<file path="src/rtl/mult_result_serializer_if.sv">
// Stream bundle for mult_result_serializer: product input and word output.
// slave = serializer side, master = multiplier/consumer side.
interface mult_result_serializer_if #(
    parameter int DATA_W = 128,
    parameter int WORD_W = 32
);
    localparam int NW    = DATA_W / WORD_W;
    localparam int IDX_W = (NW > 1) ? $clog2(NW) : 1;

    logic              in_valid;
    logic [DATA_W-1:0] in_data;
    logic              in_ready;
    logic              out_valid;
    logic              out_ready;
    logic [WORD_W-1:0] out_data;
    logic [IDX_W-1:0]  out_idx;
    logic              out_last;

    modport slave (
        input  in_valid,
        input  in_data,
        output in_ready,
        output out_valid,
        input  out_ready,
        output out_data,
        output out_idx,
        output out_last
    );

    modport master (
        output in_valid,
        output in_data,
        input  in_ready,
        input  out_valid,
        output out_ready,
        input  out_data,
        input  out_idx,
        input  out_last
    );
endinterface

</file>
<file path="src/rtl/mult_result_serializer.sv">
// Buffers 128-bit multiplier products in a small FIFO and streams them out
// LSW first as 32-bit words; ports: clk, rst_n, bus (stream), drop_err/drop_cnt.
module mult_result_serializer #(
    parameter int DATA_W = 128,
    parameter int WORD_W = 32,
    parameter int DEPTH  = 2
) (
    input  logic                   clk,
    input  logic                   rst_n,
    mult_result_serializer_if.slave bus,
    output logic                   drop_err,
    output logic [7:0]             drop_cnt
);
    localparam int NW    = DATA_W / WORD_W;
    localparam int IDX_W = (NW > 1) ? $clog2(NW) : 1;
    localparam int PTR_W = $clog2(DEPTH);
    localparam int CNT_W = $clog2(DEPTH + 1);

    localparam logic [IDX_W-1:0] LAST_IDX = IDX_W'(NW - 1);
    localparam logic [CNT_W-1:0] FULL_CNT = CNT_W'(DEPTH);

    logic [DATA_W-1:0] mem_q [DEPTH];

    logic [PTR_W-1:0] wr_ptr_q, wr_ptr_d;
    logic [PTR_W-1:0] rd_ptr_q, rd_ptr_d;
    logic [CNT_W-1:0] count_q, count_d;
    logic [IDX_W-1:0] idx_q, idx_d;
    logic             drop_err_q, drop_err_d;
    logic [7:0]       drop_cnt_q, drop_cnt_d;

    logic              in_ready;
    logic              out_valid;
    logic              push;
    logic              drop;
    logic              xfer;
    logic              pop;
    logic [DATA_W-1:0] head;

    // Ready/valid come only from registered occupancy; a pop at full
    // cannot make room for a product arriving in the same cycle.
    assign in_ready  = (count_q != FULL_CNT);
    assign out_valid = (count_q != '0);

    assign push = bus.in_valid && in_ready;
    assign drop = bus.in_valid && !in_ready;
    assign xfer = out_valid && bus.out_ready;
    assign pop  = xfer && (idx_q == LAST_IDX);

    // When empty this still shows the stale head word.
    assign head = mem_q[rd_ptr_q];

    assign bus.in_ready  = in_ready;
    assign bus.out_valid = out_valid;
    assign bus.out_data  = head[idx_q*WORD_W +: WORD_W];
    assign bus.out_idx   = idx_q;
    assign bus.out_last  = out_valid && (idx_q == LAST_IDX);

    assign drop_err = drop_err_q;
    assign drop_cnt = drop_cnt_q;

    always_comb begin
        wr_ptr_d   = wr_ptr_q;
        rd_ptr_d   = rd_ptr_q;
        count_d    = count_q;
        idx_d      = idx_q;
        drop_err_d = drop;
        drop_cnt_d = drop_cnt_q;

        if (push) begin
            wr_ptr_d = wr_ptr_q + 1'b1;
        end

        if (xfer) begin
            if (idx_q == LAST_IDX) begin
                idx_d    = '0;
                rd_ptr_d = rd_ptr_q + 1'b1;
            end else begin
                idx_d = idx_q + 1'b1;
            end
        end

        unique case ({push, pop})
            2'b10:   count_d = count_q + 1'b1;
            2'b01:   count_d = count_q - 1'b1;
            default: count_d = count_q;
        endcase

        if (drop && (drop_cnt_q != 8'hFF)) begin
            drop_cnt_d = drop_cnt_q + 8'd1;
        end
    end

    always_ff @(posedge clk or negedge rst_n) begin
        if (!rst_n) begin
            wr_ptr_q   <= '0;
            rd_ptr_q   <= '0;
            count_q    <= '0;
            idx_q      <= '0;
            drop_err_q <= 1'b0;
            drop_cnt_q <= 8'd0;
        end else begin
            wr_ptr_q   <= wr_ptr_d;
            rd_ptr_q   <= rd_ptr_d;
            count_q    <= count_d;
            idx_q      <= idx_d;
            drop_err_q <= drop_err_d;
            drop_cnt_q <= drop_cnt_d;
        end
    end

    // Storage is deliberately not reset.
    always_ff @(posedge clk) begin
        if (push) begin
            mem_q[wr_ptr_q] <= bus.in_data;
        end
    end
endmodule

</file>
<file path="src/flat_wrapper.sv">
// flat-port wrapper written by rule: the top's interface ports become plain ports
module mult_result_serializer_flat 
#(
    parameter int DATA_W = 128,
    parameter int WORD_W = 32,
    parameter int DEPTH  = 2
)
  (clk, rst_n, drop_err, drop_cnt, bus_in_valid, bus_in_data, bus_in_ready, bus_out_valid, bus_out_ready, bus_out_data, bus_out_idx, bus_out_last);
  mult_result_serializer_if #(.DATA_W(DATA_W), .WORD_W(WORD_W)) bus_i ();
  input  logic clk;
  input  logic rst_n;
  output logic drop_err;
  output logic [7:0] drop_cnt;
  input wire logic [$bits(bus_i.in_valid)-1:0] bus_in_valid;
  input wire logic [$bits(bus_i.in_data)-1:0] bus_in_data;
  output wire logic [$bits(bus_i.in_ready)-1:0] bus_in_ready;
  output wire logic [$bits(bus_i.out_valid)-1:0] bus_out_valid;
  input wire logic [$bits(bus_i.out_ready)-1:0] bus_out_ready;
  output wire logic [$bits(bus_i.out_data)-1:0] bus_out_data;
  output wire logic [$bits(bus_i.out_idx)-1:0] bus_out_idx;
  output wire logic [$bits(bus_i.out_last)-1:0] bus_out_last;
  assign bus_i.in_valid = bus_in_valid;
  assign bus_i.in_data = bus_in_data;
  assign bus_in_ready = bus_i.in_ready;
  assign bus_out_valid = bus_i.out_valid;
  assign bus_i.out_ready = bus_out_ready;
  assign bus_out_data = bus_i.out_data;
  assign bus_out_idx = bus_i.out_idx;
  assign bus_out_last = bus_i.out_last;
  mult_result_serializer #(.DATA_W(DATA_W), .WORD_W(WORD_W), .DEPTH(DEPTH)) u_core (.clk(clk), .rst_n(rst_n), .bus(bus_i), .drop_err(drop_err), .drop_cnt(drop_cnt));
endmodule
</file>
<file path="config.mk">
export PLATFORM = sky130hd
export DESIGN_NAME = mult_result_serializer_flat
export DESIGN_NICKNAME = d
export VERILOG_FILES = /design/src/rtl/mult_result_serializer_if.sv /design/src/rtl/mult_result_serializer.sv /design/src/flat_wrapper.sv
export SDC_FILE = /design/constraint.sdc
export NUM_CORES = 1
export LEC_CHECK = 0
export CORE_ASPECT_RATIO = 0.75
export CORE_MARGIN = 4
export CORE_UTILIZATION = 40
export DETAILED_ROUTE_END_ITERATION = 10
export GPL_TIMING_DRIVEN = 0
export MAX_ROUTING_LAYER = met4
export PLACE_DENSITY_LB_ADDON = 0.3
export SLEW_MARGIN = 20
export SYNTH_ARGS = -nofsm -noshare
export SYNTH_HDL_FRONTEND = slang
export SYNTH_SLANG_ARGS = --single-unit
export TNS_END_PERCENT = 50
</file>
<file path="constraint.sdc">
create_clock -name clk -period 8.9 [get_ports clk]
set_input_delay 1.335 -clock clk [delete_from_list [all_inputs] [get_ports clk]]
set_output_delay 1.335 -clock clk [all_outputs]
set_load 0.005 [all_outputs]
</file>
### Word-level counts from Yosys, hierarchy flattened

Memory sizes are Yosys's and may differ from the RTL's.
Cells that the tools add are included.

| storage, ports and cells | value |
|---|---|
| register bits | 15 |
| RAM bits | 256 |
| input bits | 132 |
| output and inout bits | 46 |
| memories | 1 |

Memory list:

| memory | depth | width | rd ports | clocked after Yosys merged registers in | wr ports | line | text |
|---|---|---|---|---|---|---|---|
| u_core.mem_q | 2 | 128 | 1 | 0 | 1 | mult_result_serializer.sv:22 | `logic [DATA_W-1:0] mem_q [DEPTH];` |

| operators by class | value |
|---|---|
| add/subtract/negate cells | 6 |
| equal/unequal tests | 5 |
| shift-type cells | 1 |
| multiplexer cells | 4 |
| reduce and logical (&&, ||, !) cells | 10 |

Operators with widths:

| cell | number |
|---|---|
| 128-bit by 8-bit indexed part select with 32-bit output | 1 |
| 8-bit by 1-bit adder with 8-bit output (second input constant) | 1 |
| 8-bit inequality test (second input constant) | 1 |
| 1-bit logical AND | 6 |
| 2-bit by 1-bit adder with 2-bit output (second input constant) | 2 |
| 2-bit equality test (second input constant) | 2 |
| 2-bit case mux with 2 select lines | 1 |
| 2-bit nonzero test | 2 |
| 1-bit adder (second input constant) | 2 |
| 2-bit by 1-bit equality test with 1-bit output (second input constant) | 1 |
| 1-bit two-way mux | 2 |
| 2-bit two-way mux | 1 |
| 2-bit inequality test (second input constant) | 1 |
| 2-bit AND reduction | 1 |
| 2-bit by 1-bit subtractor with 2-bit output (second input constant) | 1 |
| 1-bit logical NOT | 1 |

### Depth between registers and ports, before layout

Gate-level depths: netlist of run 1.

| depth | value |
|---|---|
| depth after elaboration | 5 |
| depth in mapped cells | 6 |

### Least setup slack after synthesis of run 1

No wires, ideal clock.

| path | value |
|---|---|
| path type | input-to-reg |
| start point | in bus_in_valid |
| end point | mem u_core.mem_q[0][0] (enable) |
| library setup time | 0.617 ns |
| arrival | 6.747 ns |
| setup slack | 1.536 ns |
| cell stages on the path | 2 |
| buffers on the path | 0 |
| cell sequence | nand2_1 nor2_1 |

| on the way | value |
|---|---|
| cells in the longest elaborated chain, start to end | 3 |

RTL lines:

| element | line | text |
|---|---|---|
| start, declared | flat_wrapper.sv:14 | `input wire logic [$bits(bus_i.in_valid)-1:0] bus_in_valid;` |
| 1-bit logical AND | mult_result_serializer.sv:44 | `assign push = bus.in_valid && in_ready;` |
| 1-bit two-way mux | mult_result_serializer.sv:113 | `if (push) begin` |
| 1-bit two-way mux (not written as such) | mult_result_serializer.sv:114 | `mem_q[wr_ptr_q] <= bus.in_data;` |
| end, declared | mult_result_serializer.sv:22 |  |

Every way passes these cells.

### Worst setup path in the final report of run 1

| path | value |
|---|---|
| start point | reg u_core.idx_q[0], in the netlist u_core.bus.out_idx[0] |
| end point | out bus_out_data[25] |

| on the way | value |
|---|---|
| cells in the longest elaborated chain, start to end | 1 |

RTL lines:

| element | line | text |
|---|---|---|
| start, declared | mult_result_serializer.sv:27 | `logic [IDX_W-1:0] idx_q, idx_d;` |
| start signal, assigned | mult_result_serializer.sv:105 | `idx_q <= idx_d;` |
| 128-bit by 8-bit indexed part select with 32-bit output | mult_result_serializer.sv:54 | `assign bus.out_data = head[idx_q*WORD_W +: WORD_W];` |
| end, declared | flat_wrapper.sv:19 | `output wire logic [$bits(bus_i.out_data)-1:0] bus_out_data;` |

Every way passes these cells.

==> impl_metrics.toml, run 1 <==
[cts]
cts_tree = "done"
hold_buffers = 0
clock_path_buffers = 3
insertion_delay_ps = 520
clk_pin_slew_ps = 70
ctsResizeCount = 0
cts_setup_buffers = 0
clock_sink_count = 271
cts_buffers = 26
htreeDepth = 1
clockRootBuffer = "clkbuf_16"

[detailed_routing]
viasPerCell = 5.09
routed_wl_mm = 21.8
drt_pass1_iterations = 4
first_iter_violations = 253
wl_per_cell_um = 21.6
vias = 5129
ant_nets = 0
route.detailed.drc = 0

[pwr]
vdd_drop_max_mv = 0.179
p_leak_nw = 4.55
power_density_nw_per_um2 = 318

[synth]
synth-compound-area-share_pct = 0.491
synthMuxAreaShare_pct = 18.7
syn-cell-area_sq_um = 10400
netlist_instances = 436
syn_area_per_cell_sq_um = 24.0
synthSimpleGateAreaFrac_pct = 1.33
synth_top_cell_area_share_pct = 73.6
yosysWarnings = 0
synth_edf_count = 256
synth_top_family_by_area = "multiplexers"
yosys.area.top_type = "edfxtp_1"
ys_top_cells_by_area = "edfxtp_1, mux4_2, mux4_1, mux2_2, dfrtp_1"
async_flop_share_pct = 5.54
synth-seq-cells = 271
syn-num-nets = 571
synth_xor_area_share_pct = 0.503
synth.distinct_cells = 32
yosys-top-cells-count = "edfxtp_1, mux4_2, mux2_2"
yosys_most_used_dff = "edfxtp_1"
synth_most_common_cell = "edfxtp_1"
synthAdderAreaFrac_pct = 0.359
ys_seq_area_share_pct = 77.2

[timing]
clock_skew_ps = 8.95
hold_viol_final = 0
grt_setup_unrepaired = "false"
setup_viol = 0
slew_violations = 0
tightestPinTransition_ps = 888
fin_crit_ps = 4400
finalCritPeriodShare_pct = 49.5
slew_headroom_pct = 40.8
clock.fmax_mhz = 227
hold_ws_ps = 518

[critical_path]
crit_fanout = 10
endpoint_kind = "primary output"
reg2reg_depth = 6
reg2reg_setup_slack_ps = 6820
timing.rr.start = "u_core.count_q[0]"
path_class = "reg2out"
crit_slowest_cell = "clkbuf_1"
crit_required_ps = 7570
worstPathArrival_ps = 3070
worstReg2RegEnd = "u_core.mem_q[0][11]"
crit_chain = "clkbuf_1, buf_2, mux4_2, mux2_2, clkdlybuf4s50_1"
critPathBufInv = 3
cpPeakStageDelay_ps = 530
critical-path-top-delay-family = "buffers and inverters"
startpoint_type = "register"

[flow_run]
drv_cap = 0

[grt]
grt_max_degree = 55
grt_overflow = 0
grt_use_total_pct = 15.5
antenna_found_initial = 1
grt_pass1_wl_mm = 33.6
grt_pass1_vias = 5713

[finish]
regArea_sq_um = 8060
utilization_pct = 53.7
area_growth_syn_to_layout_pct = 30.3
final_net_count = 784
multi_input_area_sq_um = 2240
drive_gt1_share_pct = 19.0
num-fill-cells = 1948

[worst_hold_path]
min-delay-start = "u_core.count_q[1]"
whs_endpoint = "u_core.count_q[1]"
min_path_type = "reg2reg"
min_path_cells = 1

[floorplan]
fp.coreArea_sq_um = 25300
start_util_pct = 41.2
dieArea_sq_um = 28800
die_h_um = 148
boundaryPins = 178
die_w_um = 195
rows = 50

[placement]
port-buffer-count = 177
gp_congestion = 0.796
hpwl_mm = 15.0

[run_status]
status = "finished, final reports clean"
layout by cell type (no fill, tap or decap), types with 2 or more instances in the layout:
cell / instances
nand3_1: 4
clkbuf_16: 27
nand2_1: 7
buf_16: 5
mux4_2: 39
mux2_2: 35
clkdlybuf4s50_1: 177
buf_6: 2
ha_1: 3
clkinv_1: 12
clkbuf_1: 11
mux2_1: 2
a21oi_1: 2
mux4_1: 25
dfrtp_1: 15
nor2_1: 5
buf_8: 2
nor3_1: 2
xnor2_1: 4
edfxtp_1: 256
xor2_1: 2
clkinv_2: 4
buf_2: 5
buf_12: 5
o21a_1: 2
nand2b_1: 2
cells by family after synthesis:
logic type,count (synthesis)
AOI/OAI and AO/OA,8
xor gates and xnor gates,6
DFF,271
and+or+nand+nor,28
adders and majority gates,3
muxes,101
buffers and inverters,19
worst max path at each step:
stage	from	to	slack, ps	cells after the start
2_1_floorplan	bus_in_valid	u_core.mem_q[0][0]	1540	2
3_3_place_gp	bus_in_valid	u_core.mem_q[0][104]	-1720	3
3_5_place_dp	u_core.bus.out_idx[0]	bus_out_data[1]	4930	5
4_1_cts	u_core.bus.out_idx[0]	bus_out_data[1]	4360	5
5_1_grt	u_core.bus.out_idx[0]	bus_out_data[26]	4280	5
6_report	u_core.bus.out_idx[0]	bus_out_data[25]	4500	5
flip-flops by register name, summed over array words and instances, names as in the netlist:
name and cells:
u_core.mem_q 256, u_core.drop_cnt 8, u_core.bus.out_idx 2, u_core.count_q 2, u_core.drop_err 1, u_core.rd_ptr_q 1, u_core.wr_ptr_q 1
layout make-up:
| class | instances | share of cell area (%) |
|---|---|---|
| clock buffer | 31 | 5.08 |
| sequential | 271 | 59.3 |
| antenna | 1 | 0.0184 |
| timing repair buffer | 185 | 14.5 |
| multi-input combinational | 146 | 16.5 |
| inverter | 1 | 0.0276 |
| tap | 338 | 3.11 |
| clock inverter | 16 | 0.478 |
| buffer | 18 | 1.06 |
stage by stage:
step / setup WS [ps] / area (sq um) / std cells / power [mW] / TNS, ps
6_report: 4500 / 13600 / 1007 / 4.33 / 0
5_1_grt: 4280 / 13600 / 1007 / 4.57 / 0
4_1_cts: 4360 / 13600 / 1006 / 4.41 / 0
3_5_place_dp: 4930 / 12800 / 959 / 3.41 / 0
3_3_place_gp: -1720 / 12600 / 951 / 3.37 / -219270
2_1_floorplan: 1540 / 10400 / 436 / 2.71 / 0
metal layers:
| metal | vias to the layer above | routed length [um] | share of wire (%) | GRT usage [%] |
|---|---|---|---|---|
| met1 | 2660 | 9600 | 44 | 21.0 |
| li1 | 2293 | - | - | - |
| met2 | 143 | 10700 | 49 | 24.8 |
| met4 | 0 | 450 | 2.1 | 3.09 |
| met5 | - | 0 | 0 | - |
| met3 | 33 | 1060 | 4.9 | 3.30 |
power breakdown:
group          leakage, nW  internal [mW]  switching (mW)  total (mW)
clock network        0.372          0.548           0.435       0.983
registers             2.57           1.74          0.0819        1.82
logic                 1.61          0.871           0.656        1.53
total                 4.55           3.16            1.17        4.33
(Power assumes the default switching activity.)
==> run 2: changes to the inputs <==
==> constraint.sdc (replaced) <==
create_clock -name clk -period 4.2 [get_ports clk]
set_input_delay 0.63 -clock clk [delete_from_list [all_inputs] [get_ports clk]]
set_output_delay 0.63 -clock clk [all_outputs]
set_load 0.005 [all_outputs]
==> run 2 against run 1 <==
Sequential share of layout area decreased by 0.48 points. Setup slack lost 4100 ps. Power up 120%. Wire length shrank 1.6%. Clock skew increased by 2.3 ps. Critical path depth did not move. Cell area increased by 0.82%. First-iteration DRC count is 54% higher. Global-route usage down 0.31 points. Combinational power increased by 110%. Hold slack got worse by 6.1 ps. Critical path type unchanged.
==> impl_metrics.toml, run 2 (synthesized netlist as in run 1, its figures left out) <==
[critical_path]
startpoint_type = "register"
worstPathArrival_ps = 3130
worstReg2RegEnd = "u_core.mem_q[1][40]"
timing.rr.start = "u_core.count_q[0]"
path_class = "reg2out"
reg2reg_depth = 4
endpoint_kind = "primary output"
crit_fanout = 10
reg2reg_setup_slack_ps = 2030
crit_required_ps = 3570

[finish]
num-fill-cells = 1937
final_net_count = 784
final_common_cell = "edfxtp_1"
largest_register_ffs = 256
final_cell_mix = "edfxtp_1, clkdlybuf4s50_1, mux4_2, mux2_2, clkbuf_16"
drive_gt1_share_pct = 20.2
area_growth_syn_to_layout_pct = 31.4
fin_area_sq_um = 13700
n_antenna_cell = 0
top_register = "u_core.mem_q"

[placement]
hpwl_mm = 14.8
port-buffer-count = 177
dpl_cell_area_sq_um = 12800
gp_congestion = 0.846

[pwr]
power_density_nw_per_um2 = 692
p_leak_nw = 4.60
vdd_drop_max_mv = 0.356

[cts]
cts_setup_buffers = 0
clk_pin_slew_ps = 60
cts_buffers = 27
clockRootBuffer = "clkbuf_16"
htreeDepth = 1
insertion_delay_ps = 520
hold_buffers = 0
cts_tree = "done"
clock_sink_count = 271
ctsResizeCount = 0
clock_path_buffers = 3

[worst_hold_path]
whs_endpoint = "u_core.count_q[1]"
min_path_type = "reg2reg"
min-delay-start = "u_core.count_q[1]"
min_path_cells = 1

[floorplan]
boundaryPins = 178
die_w_um = 195
dieArea_sq_um = 28800
fp.coreArea_sq_um = 25300
rows = 50
die_h_um = 148
start_util_pct = 41.2

[timing]
tightestPinTransition_ps = 793
hold_viol_final = 0
slew_violations = 0
fin_crit_ps = 3760
clock.fmax_mhz = 266
finalCritPeriodShare_pct = 89.5
setup_viol = 0
clock_skew_ps = 11.2
hold_ws_ps = 512
slew_headroom_pct = 47.1
grt_setup_unrepaired = "false"

[detailed_routing]
drt_pass1_iterations = 4
viasPerCell = 5.07
vias = 5103
routed_wl_mm = 21.4
ant_nets = 0
first_iter_violations = 389
wl_per_cell_um = 21.3
route.detailed.drc = 0

[run_status]
status = "finished, final reports clean"

[grt]
grt_pass1_wl_mm = 33.1
grt_max_degree = 53
grt_pass1_vias = 5634
antenna_found_initial = 0
grt_overflow = 0
grt_use_total_pct = 15.2

[flow_run]
drv_cap = 0
run 2: metrics by stage:
stage | setup WS [ps] | std cells | power, mW | setup TNS [ps] | utilization, %
finish | 442 | 1006 | 9.49 | 0 | 54.1
global route | 244 | 1006 | 10.0 | 0 | 54.1
CTS | 306 | 1006 | 9.66 | 0 | 54.1
detailed placement | 886 | 958 | 7.18 | 0 | 50.6
global placement | -1910 | 951 | 7.06 | -291660 | 49.9
floorplan | 85.2 | 436 | 5.69 | 0 | -
run 2: worst max-delay path by stage:
| stage | startpoint | slack, ps | depth (start not counted) | end |
|---|---|---|---|---|
| floorplan | bus_in_valid | 90 | 1 | u_core.mem_q[1][0] |
| global placement | bus_in_valid | -1910 | 2 | u_core.mem_q[1][119] |
| detailed placement | u_core.bus.out_idx[0] | 890 | 5 | bus_out_data[24] |
| CTS | u_core.bus.out_idx[0] | 310 | 5 | bus_out_data[24] |
| global route | u_core.bus.out_idx[0] | 240 | 5 | bus_out_data[24] |
| finish | u_core.bus.out_idx[0] | 440 | 5 | bus_out_data[24] |
run 2: critical path, cell delays in order, from the launching register on:
cell             delay (ps)
dfrtp_1                 490
clkbuf_1                540
buf_2                   430
mux4_2                  370
mux2_2                  280
clkdlybuf4s50_1         490
run 2: routing by layer:
metal / track usage, % / part of all wire, %
met4: 3.23 / 1.9
met5: - / 0
met3: 3.14 / 5.3
met2: 24.2 / 49
met1: 20.7 / 44
run 2: layout make-up:
type | instances | area (sq um) | area share, %
repair buffers | 184 | 1930 | 14.1
flip-flops and latches | 271 | 8060 | 58.8
plain buffers | 18 | 144 | 1.05
well taps | 338 | 423 | 3.08
clock inverters | 17 | 214 | 1.56
inverters | 1 | 3.75 | 0.0274
multi-input cells | 146 | 2240 | 16.4
clock buffers | 31 | 691 | 5.04
run 2: report_power, final:
group,total (mW),internal (mW),leakage [nW],switching [mW]
clock,2.45,1.48,0.439,0.965
sequential,3.86,3.68,2.57,0.175
combinational,3.19,1.82,1.60,1.37
